==> src/rtl/btc_pkg.sv <==
// btc_pkg: shared constants, dispatcher state encoding and bus word-slice helpers.
package btc_pkg;

    localparam logic [31:0] SHA_PAD_WORD  = 32'h80000000;
    localparam logic [31:0] HDR2_LEN_WORD = 32'h00000280;

    typedef enum logic [1:0] {
        IDLE = 2'd0,
        RUN  = 2'd1,
        DONE = 2'd2
    } disp_state_e;

    function automatic logic [31:0] word256(input logic [255:0] bus, input int unsigned i);
        return bus[255-32*i -: 32];
    endfunction

    function automatic logic [31:0] word512(input logic [511:0] bus, input int unsigned i);
        return bus[511-32*i -: 32];
    endfunction

endpackage

==> src/rtl/btc_nonce_dispatcher.sv <==
// btc_nonce_dispatcher: sweeps a nonce range, issuing one padded header chunk 2 plus midstate per cycle.
module btc_nonce_dispatcher
    import btc_pkg::*;
#(
    parameter int unsigned NONCE_STEP = 1,
    parameter int unsigned CNT_W      = 48
) (
    input  logic             clk,
    input  logic             arst,
    input  logic             rst,
    input  logic             work_valid_i,
    output logic             work_ready_o,
    input  logic [255:0]     midstate_i,
    input  logic [31:0]      merkle_tail_i,
    input  logic [31:0]      ntime_i,
    input  logic [31:0]      nbits_i,
    input  logic [31:0]      nonce_start_i,
    input  logic [31:0]      nonce_end_i,
    input  logic             abort_i,
    input  logic             stall_i,
    output logic             valid_o,
    output logic [255:0]     init_o,
    output logic [511:0]     chunk_o,
    output logic [31:0]      nonce_o,
    output logic             busy_o,
    output logic             done_o,
    output logic [CNT_W-1:0] issued_o
);

    disp_state_e      state_q, state_d;
    logic [31:0]      cnt_q, cnt_d, tail_q, tail_d, ntime_q, ntime_d, nbits_q, nbits_d, end_q, end_d;
    logic [255:0]     mid_q, mid_d, init_q, init_d;
    logic [511:0]     chunk_q, chunk_d;
    logic [31:0]      nonce_q, nonce_d;
    logic             valid_q, valid_d, done_q, done_d;
    logic [CNT_W-1:0] issued_q, issued_d;
    logic [32:0]      cnt_nxt;
    logic             last;

    // 33-bit compare keeps a sweep ending near 2^32 from wrapping back to nonce 0
    assign cnt_nxt = {1'b0, cnt_q} + 33'(NONCE_STEP);
    assign last    = (cnt_nxt > {1'b0, end_q}) || (cnt_q == end_q);

    always_comb begin
        state_d  = state_q;
        cnt_d    = cnt_q;
        tail_d   = tail_q;
        ntime_d  = ntime_q;
        nbits_d  = nbits_q;
        end_d    = end_q;
        mid_d    = mid_q;
        init_d   = init_q;
        chunk_d  = chunk_q;
        nonce_d  = nonce_q;
        issued_d = issued_q;
        valid_d  = 1'b0;
        done_d   = 1'b0;
        case (state_q)
            IDLE: if (work_valid_i) begin
                mid_d   = midstate_i;
                tail_d  = merkle_tail_i;
                ntime_d = ntime_i;
                nbits_d = nbits_i;
                end_d   = nonce_end_i;
                cnt_d   = nonce_start_i;
                state_d = RUN;
            end
            RUN: if (abort_i) begin
                state_d = IDLE;
            end else if (!stall_i) begin
                valid_d  = 1'b1;
                nonce_d  = cnt_q;
                init_d   = mid_q;
                chunk_d  = {tail_q, ntime_q, nbits_q, cnt_q, SHA_PAD_WORD, 320'b0, HDR2_LEN_WORD};
                issued_d = issued_q + CNT_W'(1);
                state_d  = last ? DONE : RUN;
                cnt_d    = last ? cnt_q : cnt_nxt[31:0];
            end
            DONE: begin
                done_d  = 1'b1;
                state_d = IDLE;
            end
            default: state_d = IDLE;
        endcase
        if (rst) begin
            state_d  = IDLE;
            cnt_d    = '0;
            tail_d   = '0;
            ntime_d  = '0;
            nbits_d  = '0;
            end_d    = '0;
            mid_d    = '0;
            init_d   = '0;
            chunk_d  = '0;
            nonce_d  = '0;
            issued_d = '0;
            valid_d  = 1'b0;
            done_d   = 1'b0;
        end
    end

    always_ff @(posedge clk or posedge arst) begin
        if (arst) begin
            state_q  <= IDLE;
            cnt_q    <= '0;
            tail_q   <= '0;
            ntime_q  <= '0;
            nbits_q  <= '0;
            end_q    <= '0;
            mid_q    <= '0;
            init_q   <= '0;
            chunk_q  <= '0;
            nonce_q  <= '0;
            issued_q <= '0;
            valid_q  <= 1'b0;
            done_q   <= 1'b0;
        end else begin
            state_q  <= state_d;
            cnt_q    <= cnt_d;
            tail_q   <= tail_d;
            ntime_q  <= ntime_d;
            nbits_q  <= nbits_d;
            end_q    <= end_d;
            mid_q    <= mid_d;
            init_q   <= init_d;
            chunk_q  <= chunk_d;
            nonce_q  <= nonce_d;
            issued_q <= issued_d;
            valid_q  <= valid_d;
            done_q   <= done_d;
        end
    end

    assign work_ready_o = (state_q == IDLE);
    assign busy_o       = (state_q != IDLE);
    assign valid_o      = valid_q;
    assign done_o       = done_q;
    assign nonce_o      = nonce_q;
    assign init_o       = init_q;
    assign chunk_o      = chunk_q;
    assign issued_o     = issued_q;

endmodule

==> config.mk <==
export PLATFORM = sky130hd
export DESIGN_NAME = btc_nonce_dispatcher
export DESIGN_NICKNAME = d
export VERILOG_FILES = /design/src/rtl/btc_pkg.sv /design/src/rtl/btc_nonce_dispatcher.sv
export SDC_FILE = /design/constraint.sdc
export NUM_CORES = 2
export LEC_CHECK = 0
export CORE_AREA = 5 5 487 489
export CTS_BUF_LIST = sky130_fd_sc_hd__clkbuf_16
export CTS_CLUSTER_SIZE = 14
export DETAILED_ROUTE_END_ITERATION = 8
export DIE_AREA = 0 0 492 494
export DONT_BUFFER_PORTS = 1
export SYNTH_ARGS = -nofsm -noshare
export SYNTH_HDL_FRONTEND = slang
export SYNTH_SLANG_ARGS = --single-unit
export TNS_END_PERCENT = 1
==> constraint.sdc <==
create_clock -name clk -period 82.2 [get_ports clk]
set_input_delay 12.33 -clock clk [delete_from_list [all_inputs] [get_ports clk]]
set_output_delay 12.33 -clock clk [all_outputs]
set_load 0.02 [all_outputs]
==> run_results.csv <==
group,metric,value,unit
worst_setup_path,crit_end,"mid_q[193]$_DFFE_PP0P_",
timing,fin_worst_skew,0.0510,ns
timing,fin_ws,66.85,ns
placement,dp.final_hpwl,120000,um
worst_hold_path,hold_path.class,"reg2reg",
clocking,tritoncts,"yes",
synthesis,ys_ff_latch,853,
routing,wl_per_cell,23.5,um
clocking,clk_pin_slew,0.06,ns
global_routing,grt_pass1_vias,26000,
power_and_ir_drop,finalPower,1.05,mW
synthesis,synth_fa_ha_area_share,1.13,%
global_routing,grt_max_degree,475,
worst_setup_path,cp_common_cell,"buf_4",
timing,rsz0062_at_grt,"no",
worst_setup_path,cp-end-kind,"flop",
die,die_h,494,um
placement,placed_cells,6461,
routing,vias,26800,
routing,final_antenna_net_count,0,
global_routing,grt_usage,12.2,%
cells_and_area,drive_gt1_share,6.15,%
clocking,post_cts_buffers,0,
placement,gp_routability_congestion,0.894,
worst_setup_path,criticalPathCategory,"in2reg",
synthesis,synth_cell_type_count,60,
timing,worstMarginPinSlew,1.66,ns
worst_setup_path,start_kind,"primary input",
die,core-area,0.232,mm2
synthesis,synthXorXnorAreaFrac,2.31,%
timing,final-max-slew-violation-count,118,
power_and_ir_drop,ir_drop,14.7,uV
clocking,cts_buffer_depth,3,
synthesis,synthCells,3674,
synthesis,ys_seq_area_share,56.9,%
routing,drc_errors,0,
worst_setup_path,worstReg2RegStart,"cnt_q[2]$_DFFE_PP0P_",
clocking,cts_sinks,853,
cells_and_area,syn_to_final_growth,13.1,%
worst_setup_path,rr_endpoint,"cnt_q[12]$_DFFE_PP0P_",
cells_and_area,layout_common_cells,"dfrtp_1 (853), nand2_1 (832), a21oi_1 (421), a22o_1 (385), conb_1 (381)",
synthesis,synth_top_family_by_area,"compound AO/OA/AOI/OAI gates",
routing,drt_iter0_drc,2389,
timing,hold_viol,0,
die,die_x,492,um
timing,slew_headroom,-10.5,%
die,start_util,16.2,%
worst_hold_path,hold_depth,1,
timing,period_needed,15.35,ns
outcome,status,"finished with violations",
outcome,violations,"slew limit",
synthesis,synth_compound_area_share,16.3,%
die,rows,177,
synthesis,synth_edf_count,0,
timing,finalCritPeriodShare,18.7,%
clocking,postCtsHoldBufs,0,
global_routing,antenna_found_initial,67,
cells_and_area,fillers,25600,
worst_setup_path,cp-startpoint,"work_valid_i",
synthesis,synth_simple_gate_area_share,11.9,%
cells_and_area,mostFrequentLayoutCell,"dfrtp_1",
worst_setup_path,arrival,16.02,ns
placement,place_ws,66.00,ns
synthesis,avgSynthCellArea,10.2,um2
placement,portBuffers,0,
synthesis,syn_area,0.0375,mm2
worst_setup_path,ff2ff_setup_slack,76.55,ns
timing,setup_viol,0,
synthesis,synth_mux_area_share,0.0534,%
clocking,insertion_delay,0.75,ns
clocking,htree_levels,3,
clocking,ctsRootBufferMaster,"clkbuf_16",
power_and_ir_drop,power_leakage,18.4,nW
worst_setup_path,critPathMaxStageDelay,0.80,ns
timing,fmax,65.1,MHz
routing,drt_wl_total,157000,um
clocking,cts_made_buffers,98,
worst_hold_path,min_from,"nbits_q[14]$_DFFE_PP0P_",
worst_setup_path,slowest_stage,"buf_4",
power_and_ir_drop,p_per_area,24.8,mW/mm2
routing,firstDrtPassIters,6,
worst_setup_path,cp.required,82.87,ns
worst_setup_path,crit_chain,"and2_1, nor2_4, buf_4, buf_4, buf_4, buf_4, a22o_1",
cells_and_area,fin_nets,3974,
cells_and_area,layout.cells.non_filler,6660,
worst_setup_path,path_max_fanout,78,
timing,finalSetupTns,0,ns
routing,vias_per_cell,4.02,
synthesis,synth_ff_type,"dfrtp_1",
synthesis,async_flop_share,100,%
synthesis,synth_warnings,0,
worst_setup_path,ff2ff_path_depth,13,
global_routing,grt-ovfl-total,0,
global_routing,grt_pass1_wl,213000,um
die,dieArea,0.243,mm2
job,maxCapViolations,0,
die,io_pins,1274,
clocking,cts-resized-gates,0,
## cell type report
type,instances,area [um2],area share (%)
Sequential cell,853,21300,50.3
Multi-Input combinational cell,2479,13300,31.4
Tap cell,3043,3810,8.97
Clock buffer,99,2480,5.84
Clock inverter,78,932,2.20
Timing Repair Buffer,42,315,0.743
Inverter,44,173,0.407
Antenna cell,22,55.1,0.130
## metrics by stage
stage	utilization, %	instance area, um2	hold slack [ns]
after floorplan	-	38900	0.473
after global placement	16.8	39000	0.487
after detailed placement	16.8	39000	0.491
after CTS	18.3	42400	0.479
after global routing	18.3	42400	0.515
final	18.3	42400	0.502
## cells by family after synthesis
| kind of cell | Yosys count |
|---|---|
| flops | 853 |
| compound gates | 885 |
| simple gates | 1078 |
| mux | 2 |
| xor+xnor | 99 |
| fa+ha+maj | 34 |
| other cells | 1 |
| buf+inv | 722 |
## how the worst min path moves through the flow
stage / end / slack (ns)
final: nbits_q[14]$_DFFE_PP0P_ / 0.50
after CTS: chunk_o[429]$_DFFE_PP0P_ / 0.48
after global routing: ntime_q[7]$_DFFE_PP0P_ / 0.51
after global placement: mid_q[102]$_DFFE_PP0P_ / 0.49
after floorplan: mid_q[0]$_DFFE_PP0P_ / 0.47
after detailed placement: mid_q[7]$_DFFE_PP0P_ / 0.49
## critical path: cells and delay by family
family | cells | cell delay [ns]
AO/OA/AOI/OAI | 1 | 0.26
AND/OR/NAND/NOR | 2 | 0.35
buffers and inverters | 4 | 2.80
## report_power, final
part	total (mW)	switching, mW	internal (mW)
clock	0.461	0.195	0.266
sequential	0.475	0.0322	0.443
combinational	0.114	0.0807	0.0333
## cells in the mapped netlist (all sizes together) (14+ instances only)
cell type	n	area share (%)
dfrtp	853	57
nand2	833	8.3
buf	450	8.7
a21oi	421	5.6
a22o	385	9.0
clkbuf	228	2.3
nor2	93	0.93
xor2	66	1.5
inv	43	0.43
ha	34	1.1
xnor2	33	0.77
nand3	30	0.40
nand4	26	0.45
nor4	20	0.38
o21ai	20	0.28
nor3	15	0.20
and4	14	0.33
## state kept, by name, summed over array words and instances (netlist names)
| name | flops |
|---|---|
| end_q | 32 |
| ntime_q | 32 |
| nonce_o | 31 |
| init_o | 256 |
| mid_q | 256 |
| done_o | 1 |
| cnt_q | 32 |
| chunk_o | 98 |
| valid_o | 1 |
| nbits_q | 32 |
| tail_q | 32 |
| state_q | 2 |
| issued_o | 48 |
## layer usage
metal	vias to the layer above	global-route usage (%)	share of wire (%)
met5	-	0	0.23
met4	56	4.00	2.9
met3	249	5.69	12
met2	1499	20.0	48
met1	13500	14.0	37
li1	11500	-	-
(Power assumes the default switching activity.)
